`src/rtl/seq_div_pkg.sv`:
```
// Shared definitions for the sequential restoring divider: FSM encoding and default width.
package seq_div_pkg;

    typedef enum logic [1:0] {
        IDLE  = 2'b00,
        CALC  = 2'b01,
        DZERO = 2'b10,
        DONE  = 2'b11
    } div_state_t;

    localparam int unsigned DIV_WIDTH = 4;

endpackage

```
`src/rtl/seq_div_ctrl.sv`:
```
// Divider sequencer: four-state FSM plus iteration counter, issuing load/shift/dzero/fin strobes.
module seq_div_ctrl
    import seq_div_pkg::*;
#(
    parameter int unsigned N = DIV_WIDTH
) (
    input  logic clk,
    input  logic rst_n,
    input  logic start,
    input  logic divisor_zero,
    output logic load,
    output logic shift,
    output logic dzero,
    output logic fin,
    output logic busy
);

    localparam int unsigned CW = $clog2(N);

    div_state_t    state_q, state_d;
    logic [CW-1:0] cnt_q, cnt_d;

    always_ff @(posedge clk or negedge rst_n) begin
        if (!rst_n) begin
            state_q <= IDLE;
            cnt_q   <= '0;
        end else begin
            state_q <= state_d;
            cnt_q   <= cnt_d;
        end
    end

    always_comb begin
        state_d = state_q;
        cnt_d   = cnt_q;
        load    = 1'b0;
        shift   = 1'b0;
        dzero   = 1'b0;
        fin     = 1'b0;
        case (state_q)
            IDLE: begin
                if (start) begin
                    load = 1'b1;
                    if (divisor_zero) begin
                        state_d = DZERO;
                    end else begin
                        state_d = CALC;
                        cnt_d   = CW'(N - 1);
                    end
                end
            end
            CALC: begin
                shift = 1'b1;
                // The cycle that sees a zero count is the N-th iteration.
                if (cnt_q == '0) begin
                    state_d = DONE;
                end else begin
                    cnt_d = cnt_q - CW'(1);
                end
            end
            DZERO: begin
                dzero   = 1'b1;
                state_d = DONE;
            end
            DONE: begin
                fin     = 1'b1;
                state_d = IDLE;
            end
            default: state_d = IDLE;
        endcase
    end

    assign busy = (state_q != IDLE);

endmodule

```
`src/rtl/seq_divider.sv`:
```
// Unsigned restoring shift-subtract divider: datapath registers and result holding.
module seq_divider
    import seq_div_pkg::*;
#(
    parameter int unsigned N = DIV_WIDTH
) (
    input  logic         clk,
    input  logic         rst_n,
    input  logic         start,
    input  logic [N-1:0] dividend,
    input  logic [N-1:0] divisor,
    output logic [N-1:0] quotient,
    output logic [N-1:0] remainder,
    output logic         busy,
    output logic         done,
    output logic         div_by_zero
);

    logic         load, shift, dzero, fin;
    logic [N:0]   r_q, r_d;
    logic [N-1:0] q_q, q_d;
    logic [N-1:0] d_q, d_d;
    logic         dz_seen_q, dz_seen_d;
    logic [N-1:0] quotient_q, quotient_d;
    logic [N-1:0] remainder_q, remainder_d;
    logic         dbz_q, dbz_d;
    logic         done_q, done_d;
    logic [N:0]   r_sh;
    logic [N+1:0] trial;

    seq_div_ctrl #(.N(N)) u_ctrl (
        .clk          (clk),
        .rst_n        (rst_n),
        .start        (start),
        .divisor_zero (divisor == '0),
        .load         (load),
        .shift        (shift),
        .dzero        (dzero),
        .fin          (fin),
        .busy         (busy)
    );

    always_ff @(posedge clk or negedge rst_n) begin
        if (!rst_n) begin
            r_q         <= '0;
            q_q         <= '0;
            d_q         <= '0;
            dz_seen_q   <= 1'b0;
            quotient_q  <= '0;
            remainder_q <= '0;
            dbz_q       <= 1'b0;
            done_q      <= 1'b0;
        end else begin
            r_q         <= r_d;
            q_q         <= q_d;
            d_q         <= d_d;
            dz_seen_q   <= dz_seen_d;
            quotient_q  <= quotient_d;
            remainder_q <= remainder_d;
            dbz_q       <= dbz_d;
            done_q      <= done_d;
        end
    end

    always_comb begin
        r_d         = r_q;
        q_d         = q_q;
        d_d         = d_q;
        dz_seen_d   = dz_seen_q;
        quotient_d  = quotient_q;
        remainder_d = remainder_q;
        dbz_d       = dbz_q;
        done_d      = 1'b0;
        r_sh        = {r_q[N-1:0], q_q[N-1]};
        // One extra bit so the sign of the trial subtraction is visible.
        trial       = {1'b0, r_sh} - {2'b00, d_q};

        if (load) begin
            r_d       = '0;
            q_d       = dividend;
            d_d       = divisor;
            dz_seen_d = (divisor == '0);
        end
        if (shift) begin
            if (!trial[N+1]) begin
                r_d = trial[N:0];
                q_d = {q_q[N-2:0], 1'b1};
            end else begin
                r_d = r_sh;
                q_d = {q_q[N-2:0], 1'b0};
            end
        end
        if (dzero) begin
            q_d = '1;
            r_d = {1'b0, q_q};
        end
        if (fin) begin
            quotient_d  = q_q;
            remainder_d = r_q[N-1:0];
            dbz_d       = dz_seen_q;
            done_d      = 1'b1;
        end
    end

    assign quotient    = quotient_q;
    assign remainder   = remainder_q;
    assign div_by_zero = dbz_q;
    assign done        = done_q;

endmodule

```
`config.mk`:
```
export PLATFORM = sky130hd
export DESIGN_NAME = seq_divider
export DESIGN_NICKNAME = d
export VERILOG_FILES = /design/src/rtl/seq_div_pkg.sv /design/src/rtl/seq_div_ctrl.sv /design/src/rtl/seq_divider.sv
export SDC_FILE = /design/constraint.sdc
export NUM_CORES = 1
export LEC_CHECK = 0
export CORE_MARGIN = 3
export CORE_UTILIZATION = 35
export CTS_BUF_LIST = sky130_fd_sc_hd__clkbuf_2
export DETAILED_ROUTE_END_ITERATION = 8
export DONT_BUFFER_PORTS = 1
export GPL_ROUTABILITY_DRIVEN = 0
export PLACE_DENSITY_LB_ADDON = 0.05
export SLEW_MARGIN = 20
export SYNTH_ARGS = -nofsm -noshare
export SYNTH_HDL_FRONTEND = slang
export SYNTH_SLANG_ARGS = --single-unit
```
`constraint.sdc`:
```
create_clock -name clk -period 4.67 [get_ports clk]
set_input_delay 0.934 -clock clk [delete_from_list [all_inputs] [get_ports clk]]
set_output_delay 0.934 -clock clk [all_outputs]
set_load 0.02 [all_outputs]
```
Yosys cells after proc, flatten, opt, wreduce, memory -nomap -nowiden

Cells that the tools add are included.

Multiplexer cells: 22
Eq/ne operators: 7
Bitwise gates (word level): 0
Shift-type cells: 0
$add $sub $neg: 2
Magnitude comparators: 0
Divide/modulo/power cells: 0
Multiply operators: 0
Reductions and logical operators: 8

Operators with widths:

| kind                                             | number |
|---|---|
| two-way mux 4 bit                                | 7 |
| two-way mux 2 bit                                | 6 |
| one-hot mux 2 bit (4 select lines)               | 1 |
| two-way mux 1 bit                                | 7 |
| != test 2 bit, second input constant             | 3 |
| subtractor 5 x 4 -> 6 bit                        | 1 |
| == test 2 bit, second input constant             | 2 |
| zero test 2 bit                                  | 2 |
| zero test 4 bit                                  | 1 |
| one-hot mux 2 bit (2 select lines)               | 1 |
| AND reduction 4 bit                              | 1 |
| nonzero test 2 bit                               | 2 |
| nonzero test 3 bit                               | 1 |
| == test 2 x 1 -> 1 bit, second input constant    | 1 |
| != test 2 x 1 -> 1 bit, second input constant    | 1 |
| AND reduction 2 bit                              | 1 |
| subtractor 2 x 1 -> 2 bit, second input constant | 1 |

RAM bits: 0
Output and inout bits: 11
Memories: 0
Memory bits (read-only): 0
Logic and storage cells: 49
Bits in registers: 27
Bits in latches: 0

Depth between registers and ports, before layout

Gate-level depths: netlist of the first run.

Word-level depth: 5
Depth in mapped cells: 8
Gate-level depth less buffers: 8

Modules after synthesis

From an unflattened synthesis of the first run, not the netlist that was laid out.

Cells, all modules: 130
Area, all modules: 1,483.9 µm²

Modules (own cells, without submodules):

| module       | cells an instance | area each (µm²) | seq. area each (µm²) | times used |
|---|---|---|---|---|
| seq_divider  | 99                | 1,169.9         | 575.6                | 1 |
| seq_div_ctrl | 31                | 314.1           | 100.1                | 1 |

Worst setup path before layout of the first run

OpenSTA, ideal clock, no wires.

Path kind: register to output
Start: reg u_ctrl.state_q[0]
End: out busy
Arrival: 952 ps
Data required time: 3,736 ps
Cell stages (with the launch flop): 5
Path slack: 2,784 ps
Cell sequence: dfrtp_1 > inv_1 > ha_1 > buf_2 > inv_1

Cells in the longest elaborated chain, start to end: 1

Ends and longest elaborated chain:

| element                | RTL line           | text |
|---|---|---|
| start, declared        | seq_div_ctrl.sv:20 | `div_state_t state_q, state_d;` |
| start signal, assigned | seq_div_ctrl.sv:28 | `state_q <= state_d;` |
| nonzero test 2 bit     | seq_div_ctrl.sv:73 | `assign busy = (state_q != IDLE);` |
| end, declared          | seq_divider.sv:14  | `output logic busy,` |

Every way passes these cells.

Worst setup path after layout of the first run

Ends and elaborated chain as after synthesis.

==> results of run 1 <==
report_power, final:
part           total (mW)  switching [mW]  internal (mW)
clock              0.0938          0.0712         0.0226
combinational       0.591           0.305          0.285
sequential          0.482           0.137          0.345
state kept, by name (all words and copies together) (netlist names):
register        count
done                1
u_ctrl.state_q      2
u_ctrl.cnt_q        2
r_q                 4
quotient            4
remainder           4
d_q                 4
dz_seen_q           1
q_q                 4
div_by_zero         1
routing by layer:
layer / vias to the layer above / track usage [%] / share of wire (%)
li1: 479 / - / -
met1: 443 / 16.36 / 50
met2: 18 / 18.74 / 45
met3: 2 / 2.983 / 4.2
met4: 0 / 3.132 / 0.60
met5: - / 0 / 0
worst max-delay path, stage by stage, from the launching register on:
cell and delay [ns]:
dfrtp_1 0.46, inv_1 0.10, ha_1 0.39, inv_1 0.23
placed cells by master, fill, tap and decap left out, types with 2 or more instances in the layout:
| cell | Yosys | routed |
|---|---|---|
| dfrtp_1 | 27 | 27 |
| mux2_2 | 14 | 14 |
| inv_1 | 12 | 12 |
| nand2_1 | 10 | 10 |
| ha_1 | 9 | 9 |
| o21ai_0 | 8 | 8 |
| a21oi_1 | 6 | 6 |
| and3_1 | 4 | 4 |
| clkbuf_2 | 0 | 4 |
| a211o_1 | 3 | 3 |
| nand2b_1 | 3 | 3 |
| and4_1 | 3 | 3 |
| or3_1 | 3 | 3 |
| nor2b_1 | 2 | 2 |
| a31oi_1 | 2 | 2 |
| o21ai_1 | 2 | 2 |
| o22a_1 | 2 | 2 |
cell families (layout without fill, tap and decap cells):
logic type / after synthesis / in the layout / share of synthesized area (%)
AOI/OAI and AO/OA: 32 / 32 / 15.48
DFF: 27 / 27 / 45.92
muxes: 15 / 15 / 11.39
xor gates and xnor gates: 1 / 1 / 0.5953
and+or+nand+nor: 32 / 32 / 13.35
adders and majority gates: 10 / 10 / 9.014
buffers and inverters: 16 / 16 / 4.252
per-stage QoR:
step / hold WS, ns / total power [mW] / util, % / instances
floorplan: 0.4736 / 0.9668 / - / 133
global placement: 0.4931 / 1.078 / 39.29 / 177
detailed placement: 0.4990 / 1.091 / 39.29 / 177
CTS: 0.1864 / 1.187 / 39.81 / 181
global route: 0.1568 / 1.286 / 39.81 / 181
finish: 0.2157 / 1.166 / 39.81 / 181
layout make-up:
type | count | area [um^2] | area share [%]
tap | 48 | 60.06 | 3.915
multi-input combinational | 90 | 733.2 | 47.80
clock buffer | 4 | 20.02 | 1.305
inverter | 12 | 45.04 | 2.936
sequential | 27 | 675.6 | 44.05
final timing paths:
check	end	slack, ns	depth (start not counted)
min in group clk	d_q[2]$_DFFE_PN0P_	0.55	1
worst min register to register	d_q[2]$_DFFE_PN0P_	0.55	1
worst max register to register	r_q[2]$_DFFE_PN0P_	2.72	8
worst max-delay path	busy	2.20	3
max in group asynchronous	r_q[0]$_DFFE_PN0P_	4.39	0
worst min-delay path	u_ctrl.cnt_q[0]$_DFFE_PN0P_	0.22	0
==> summary.md, run 1 <==
| Metric | Value |
|---|---|
| Status | complete, no violations |
| Max VDD drop | about 260 uV |
| Cell area after layout | around 1500 um^2 |
| Relative slew slack | about 64% |
| DRC Markers | 0 |
| Initial antenna violation count | 0 |
| Final Max Tran Viols | 0 |
| Count leader, synth | dfrtp_1 |
| Synth Net Count | between 150 and 200 |
| Worst Clk Skew | around 0.0044 ns |
| Syn Inst Count | ~130 |
| Worst-Skew Late Latency | roughly 0.35 ns |
| Setup crit start | u_ctrl.state_q[0]$_DFFE_PN0P_ |
| Ys async rst share | 100.0% |
| Share of the synthesized area in the top cell type | between 40% and 50% |
| Core Rows | 22 |
| Post-CTS Setup Inserts | 0 |
| Fillers | 384 |
| Commonest register cell after synthesis | dfrtp_1 |
| Hold bufs inserted after CTS | 0 |
| Vias in the first global route | about 1000 |
| Final wirelength | about 2800 um |
| Num CTS Buffers | 3 |
| Root Driver | clkbuf_2 |
| Period minus WS final | ~2.5 ns |
| Layout cells sized above 1 | a little under a fifth |
| Number of setup violations in the final report | 0 |
| DP Area | roughly 1500 um^2 |
| Most area-consuming cells after synthesis | dfrtp_1 (46%), mux2_2 (11%), ha_1 (7.7%) |
| Leakage | about 0.7 nW |
| Starting density of the core | 38.18% |
| Tcrit/Tclk final | 52.87% |
| Number of clock sinks | 27 |
| Routed Antenna Nets | 0 |
| Max cap viols | 0 |
| Setup TNS | 0 ns |
| Global-route wire length before repair | 4767 um |
| Tightest Pin Transition | ~0.54 ns |
| Die area | 5018 um^2 |
| Cell taking the most area after synthesis | dfrtp_1 |
| Worst Hold Class | primary input to asynchronous set/reset pin |
| Placement Setup Slack | 2.632 ns |
| Clock transition at path regs | between 0.2 and 0.3 ns |
| Startpoint types | register |
| Commonest cells post-synth | dfrtp_1 (27), mux2_2 (14), inv_1 (12) |
| CTS tree | yes |
| Hold Vio Cnt, Final | 0 |
| Power per cell area | about 760 nW/um^2 |
| Area delta synth->final | 4.252% |
| Largest net degree at the start of global routing | 28 |
| Cell area after synthesis | 1471 um^2 |
| Die Y | approximately 71 um |
| Number of synthesized flops with an enable pin | 0 |
| CP Capture Type | primary output |
| Total track usage | about an eighth |
| Worst Slack Setup Final | roughly 2.2 ns |
| CP Max Fanout | 12 |
| Sequential area share after synthesis | between 40% and 50% |
| DRT iter0 DRCs | 35 |
| Synth cell types | 37 |
| Hpwl dp | around 2200 um |
| Drt wl/cell | 15.61 um |
| Clock Path Buffers | 2 |
| Total core area | just under 4000 um^2 |
| RSZ-0062 raised after global routing | no |
| Setup CP Type | register to primary output |
| Die width | ~70 um |
| Vias | roughly 940 |
| H-Tree Depth | 1 |
| RR Startpoint | q_q[3]$_DFFE_PN0P_ |
| Critical path data required time | between 3 and 4 ns |
| Gr ovfl total | 0 |
| IO Port Bufs | 0 |
| Synth Area per Inst | around 11 um^2 |
| Vias/cell | between 5 and 6 |
| Ant. Diodes | 0 |
| Maximum clock rate | slightly above 0.4 GHz |
| Nets | approximately 160 |
| Crit path DAT | 1.54 ns |
| Ys Warns | 0 |
| DRT Pass-1 Iters | 4 |
| Io pins | 22 |
| Synth Register Bits | 27 |
| Post-CTS Resized | 0 |
No activity file was read; power rests on OpenSTA's default activity.
==> inputs of run 2 (changes only) <==
Clock period 4.67 ns to 2.14 ns, I/O delays scaled along.
==> summary.md, run 2 (synthesized netlist as in run 1, its figures left out) <==
| Metric | Value |
|---|---|
| Die area | 5018 um^2 (unchanged) |
| Critical path data required time | 1.71 ns (was 3.74 ns) |
| Number of setup violations in the final report | 0 (unchanged) |
| RSZ-0062 raised after global routing | no (unchanged) |
| Max cap viols | 0 (unchanged) |
| Worst Clk Skew | 0.006201 ns (was 0.004427 ns) |
| Post-CTS Resized | 0 (unchanged) |
| Total track usage | 12.78% (was 11.91%) |
| Hold Path Depth | 1 |
| Final wirelength | 3022 um (was 2826 um) |
| Clock transition at path regs | 0.26 ns (about the same) |
| Io pins | 22 (unchanged) |
| Starting density of the core | 38.18% (unchanged) |
| Hold Vio Cnt, Final | 0 (unchanged) |
| Worst Hold Class | primary input to register (was primary input to asynchronous set/reset pin) |
| DRT Pass-1 Iters | 4 (unchanged) |
| R2R Path End | r_q[2]$_DFFE_PN0P_ (unchanged) |
| CTS tree | yes (unchanged) |
| CP Max Fanout | 9 (was 12) |
| Area delta synth->final | 7.993% (was 4.252%) |
| Relative slew slack | 63.71% (was 63.93%) |
| Initial antenna violation count | 0 (unchanged) |
| DP Area | 1536 um^2 (was 1514 um^2) |
| Status | complete, no violations (unchanged) |
| Register area | 675.6 um^2 (unchanged) |
| Routed Antenna Nets | 0 (unchanged) |
| Vias in the first global route | 1047 (was 1016) |
| Largest net degree at the start of global routing | 28 (unchanged) |
| Vias/cell | 5.339 (was 5.204) |
| Max VDD drop | 605.3 uV (was 256.2 uV) |
| Fillers | 386 (was 384) |
| Tightest Pin Transition | 0.5398 ns (was 0.5365 ns) |
| Core Rows | 22 (unchanged) |
| Post-layout util | 41.23% (was 39.81%) |
| Total core area | 3854 um^2 (unchanged) |
| Period minus WS final | a little under 2 ns |
| Ant. Diodes | 0 (unchanged) |
| Cells after DPL | 180 (was 177) |
| Tcrit/Tclk final | between 90% and 100% |
| Hold_sp | divisor[2] |
| Final Non-Filler Cells | 186 (was 181) |
| DRC Markers | 0 (unchanged) |
| Number of clock sinks | 27 (unchanged) |
| RR Startpoint | q_q[3]$_DFFE_PN0P_ (unchanged) |
| Setup TNS | 0 ns (unchanged) |
| Global-route wire length before repair | 5057 um (was 4767 um) |
| Final Max Tran Viols | 0 (unchanged) |
| CP Capture Type | primary output (unchanged) |
| Die width | 70.84 um (unchanged) |
| Num CTS Buffers | 3 (unchanged) |
| Drt wl/cell | 16.25 um (was 15.61 um) |
| Die Y | 70.84 um (unchanged) |
| Reg2reg path depth | 8 (unchanged) |
| IO Port Bufs | 0 (unchanged) |
| Power per cell area | 1649 nW/um^2 (was 760.1 nW/um^2) |
| Startpoint types | register (unchanged) |
| Setup CP Type | register to primary output (unchanged) |
| Vias | 993 (was 942) |
| Cell area after layout | 1589 um^2 (was 1534 um^2) |
| H-Tree Depth | 1 (unchanged) |
| Power, Total | 2.621 mW (was 1.166 mW) |
| Crit path DAT | 1.54 ns (about the same) |
| Root Driver | clkbuf_2 (unchanged) |
| Reg2Reg Setup Slack | 0.22 ns (was 2.72 ns) |
| Most common cell after layout, fill and taps aside | dfrtp_1 (unchanged) |
| Worst-Skew Late Latency | 0.37 ns (was 0.35 ns) |
| Leakage | 0.7061 nW (was 0.6818 nW) |
| Maximum clock rate | between 0.5 and 0.6 GHz |
| Hpwl dp | 2295 um (was 2188 um) |
| Gr ovfl total | 0 (unchanged) |
| Commonest cells after routing, fill and taps aside | dfrtp_1 (27), mux2_2 (14), inv_1 (12), nand2_1 (10), ha_1 (9) (unchanged) |
| Nets | 160 (was 155) |
| WHS Endpoint | d_q[2]$_DFFE_PN0P_ |
| Layout cells sized above 1 | 21.01% (was 18.80%) |
| Clock Path Buffers | 2 (unchanged) |
| DRT iter0 DRCs | 52 (was 35) |
| Area taken by multi-input logic gates | 733.2 um^2 (unchanged) |
## run 2: critical path: stages, from the launching register on
cell and delay, ns:
dfrtp_1 0.46, inv_1 0.10, ha_1 0.22, buf_4 0.18
inv_1 0.06, buf_4 0.15
## run 2: worst max path at each step
stage | cells past startpoint | slack (ns) | end | startpoint
global placement | 8 | 0.28 | r_q[2]$_DFFE_PN0P_ | q_q[3]$_DFFE_PN0P_
finish | 5 | 0.18 | busy | u_ctrl.state_q[0]$_DFFE_PN0P_
CTS | 5 | 0.15 | busy | u_ctrl.state_q[0]$_DFFE_PN0P_
detailed placement | 8 | 0.22 | r_q[2]$_DFFE_PN0P_ | q_q[3]$_DFFE_PN0P_
floorplan | 8 | 0.34 | r_q[2]$_DFFE_PN0P_ | q_q[3]$_DFFE_PN0P_
global route | 5 | 0.01 | busy | u_ctrl.state_q[0]$_DFFE_PN0P_
## run 2: cell type report
cell class                 instances  area share, %
clock buffer                       3         0.9449
clock inverter                     1         0.4724
inverter                          12          2.835
multi-input combinational         90          46.14
sequential                        27          42.52
tap                               48          3.780
timing repair buffer               5          3.307
## run 2: stage by stage
stage               hold slack [ns]  setup slack, ns
floorplan                    0.1324           0.3352
global placement             0.1331           0.2750
detailed placement           0.1331           0.2219
CTS                          0.1638           0.1453
global route                 0.1230          0.01087
finish                       0.1829           0.1753
## run 2: layer usage
layer	vias to the layer above	GRT usage [%]	wire length, um
met3	2	4.545	179
met2	20	19.67	1361
li1	485	-	-
met1	486	17.48	1463
met4	0	2.505	19
met5	-	0	0
## run 2: power by group
part / total [mW] / internal (mW) / switching (mW) / leakage, nW
registers: 1.06 / 0.753 / 0.304 / 0.307
logic: 1.36 / 0.659 / 0.703 / 0.386
clock network: 0.203 / 0.0433 / 0.160 / 0.0126
total: 2.62 / 1.45 / 1.17 / 0.706
## run 2: repair_timing
action,4_1_cts,5_1_grt
endpoints found under the hold margin,27,0
setup buffers,0,0
hold buffers,2,0
==> inputs of run 3 (changes only) <==
Settings changed: CORE_UTILIZATION 35 to 55, CTS_BUF_LIST sky130_fd_sc_hd__clkbuf_2 to sky130_fd_sc_hd__clkbuf_4 sky130_fd_sc_hd__clkbuf_8.
==> summary.md, run 3 (synthesized netlist as in run 1, its figures left out) <==
| Metric | Value |
|---|---|
| Status | complete, no violations (unchanged) |
| Clk pwr share | 8.4% (was 7.7%) |
| Layout cells sized above 1 | 20.44% (was 21.01%) |
| Global-route wire length before repair | 4692 um (was 5057 um) |
| Core Rows | 18 (was 22) |
| Commonest cells after routing, fill and taps aside | dfrtp_1 (27), mux2_2 (14), inv_1 (12), nand2_1 (10), ha_1 (9) (unchanged) |
| Vias/cell | 6.006 (was 5.339) |
| Critical path data required time | 1.71 ns (about the same) |
| CP peak stage delay | 0.43 ns (was 0.46 ns) |
| Startpoint types | register (unchanged) |
| Net Sw Frac | 44.00% (was 44.51%) |
| Max cap viols | 0 (unchanged) |
| Period minus WS final | 1.989 ns (was 1.965 ns) |
| Power, Total | 2.630 mW (was 2.621 mW) |
| Die Y | 57.73 um (was 70.84 um) |
| Worst Hold Class | primary input to register (unchanged) |
| Worst Clk Skew | 0.001880 ns (was 0.006201 ns) |
| Total track usage | 18.54% (was 12.78%) |
| Post-CTS Setup Inserts | 0 (unchanged) |
| Initial antenna violation count | 0 (unchanged) |
| CP Capture Type | primary output (unchanged) |
| Area delta synth->final | 6.293% (was 7.993%) |
| Die area | 3332 um^2 (was 5018 um^2) |
| Number of clock sinks | 27 (unchanged) |
| Tcrit/Tclk final | 92.93% (was 91.81%) |
| RSZ-0062 raised after global routing | no (unchanged) |
| Largest net degree at the start of global routing | 28 (unchanged) |
| Routed Antenna Nets | 0 (unchanged) |
| Relative slew slack | 62.32% (was 63.71%) |
| CP Max Fanout | 12 (was 9) |
| Setup TNS | 0 ns (unchanged) |
| Vias | 1003 (was 993) |
| Hpwl dp | 2077 um (was 2295 um) |
| Maximum clock rate | 0.5029 GHz (was 0.5090 GHz) |
| Vias in the first global route | 951 (was 1047) |
| Sw Pwr | 1.157 mW (was 1.167 mW) |
| Worst-Skew Late Latency | 0.33 ns (was 0.37 ns) |
| Slowest cell on crit path | dfrtp_1 (unchanged) |
| IO Port Bufs | 0 (unchanged) |
| Clock Path Buffers | 2 (unchanged) |
| Io pins | 22 (unchanged) |
| Tightest Pin Transition | 0.5605 ns (was 0.5398 ns) |
| DRT Pass-1 Iters | 4 (unchanged) |
| DRT iter0 DRCs | 29 (was 52) |
| Final wirelength | 2728 um (was 3022 um) |
| Flop pwr share | 40.1% (was 40.3%) |
| DRC Markers | 0 (unchanged) |
| Gr ovfl total | 0 (unchanged) |
| Crit-path cells | inv_1 > ha_1 > inv_1 > buf_4 (was inv_1 > ha_1 > buf_4 > inv_1 > buf_4) |
| Most common cell after layout, fill and taps aside | dfrtp_1 (unchanged) |
| Starting density of the core | 58.86% (was 38.18%) |
| Num CTS Buffers | 3 (unchanged) |
| Power per cell area | 1681 nW/um^2 (was 1649 nW/um^2) |
| Drt wl/cell | 16.34 um (was 16.25 um) |
| Crit path DAT | 1.56 ns (was 1.54 ns) |
| Total core area | 2500 um^2 (was 3854 um^2) |
| Final Max Tran Viols | 0 (unchanged) |
| Nets | 159 (was 160) |
| Ant. Diodes | 0 (unchanged) |
| Die width | 57.73 um (was 70.84 um) |
| Leakage | 0.7061 nW (about the same) |
| Post-CTS Resized | 0 (unchanged) |
| Pint | 1.473 mW (was 1.455 mW) |
| Setup CP Type | register to primary output (unchanged) |
| H-Tree Depth | 1 (unchanged) |
| Share of power burned in combinational logic | 51.5% (was 52.0%) |
| Number of setup violations in the final report | 0 (unchanged) |
| Max VDD drop | 928.9 uV (was 605.3 uV) |
| Hold bufs inserted after CTS | 2 (unchanged) |
| CTS tree | yes (unchanged) |
| Root Driver | clkbuf_4 (was clkbuf_2) |
| Hold Vio Cnt, Final | 0 (unchanged) |
| Clock transition at path regs | 0.14 ns (was 0.26 ns) |
| Most frequent CP cell | inv_1 |
-- run 3: cell count changes in the layout (fill, tap and decap cells not counted) --
cell,previous run,this run
clkinv_2,0,1
clkbuf_4,0,3
clkinvlp_4,1,0
clkbuf_2,3,0
buf_4,3,2
-- run 3: critical path: cells and delay by family (launching register included) --
family / cells / cell delay [ns]
flip-flops: 1 / 0.43
buffers and inverters: 3 / 0.40
adder cells (fa/ha/maj): 1 / 0.40
-- run 3: final timing paths --
kind | startpoint | end | slack (ns) | depth (start not counted)
max | u_ctrl.state_q[0]$_DFFE_PN0P_ | busy | 0.15 | 4
min | divisor[2] | d_q[2]$_DFFE_PN0P_ | 0.24 | 1
max reg2reg | q_q[3]$_DFFE_PN0P_ | r_q[2]$_DFFE_PN0P_ | 0.21 | 8
min reg2reg | d_q[3]$_DFFE_PN0P_ | d_q[3]$_DFFE_PN0P_ | 0.52 | 1
max in group asynchronous | rst_n | r_q[3]$_DFFE_PN0P_ | 1.48 | 2
min in group asynchronous | rst_n | remainder[0]$_DFFE_PN0P_ | 0.51 | 2
-- run 3: area by class of cell --
| class | count | area, um^2 |
|---|---|---|
| clock buffer | 3 | 22.52 |
| multi-input combinational | 90 | 733.2 |
| timing repair buffer | 4 | 45.04 |
| sequential | 27 | 675.6 |
| fill | 225 | 935.9 |
| tap | 30 | 37.54 |
| clock inverter | 1 | 5.005 |
| inverter | 12 | 45.04 |
-- run 3: metal layers --
metal / vias up / GRT usage, % / share of wire, %
met5: - / 0 / 0
met1: 491 / 25.72 / 47
met2: 26 / 29.52 / 46
met4: 0 / 4.967 / 1.2
met3: 5 / 4.009 / 5.2
li1: 481 / - / -
-- run 3: per-stage QoR --
step / instance area [um^2] / worst slack, ns / hold WS [ns] / utilization [%] / instances
global route: 1564 / 0.01542 / 0.2145 / 62.56 / 167
global placement: 1506 / 0.2904 / 0.1330 / 60.26 / 161
floorplan: 1471 / 0.3352 / 0.1324 / - / 133
finish: 1564 / 0.1514 / 0.2355 / 62.56 / 167
CTS: 1564 / 0.1575 / 0.2306 / 62.56 / 167
detailed placement: 1506 / 0.2109 / 0.1330 / 60.26 / 161
-- run 3: power groups by stage --
stage          combinational [mW]  clock, mW  sequential [mW]
2_1_floorplan                1.10          0             1.01
3_3_place_gp                 1.29          0             1.06
3_5_place_dp                 1.34          0             1.07
4_1_cts                      1.36      0.228             1.06
5_1_grt                      1.54      0.249             1.10
6_report                     1.35      0.221             1.06
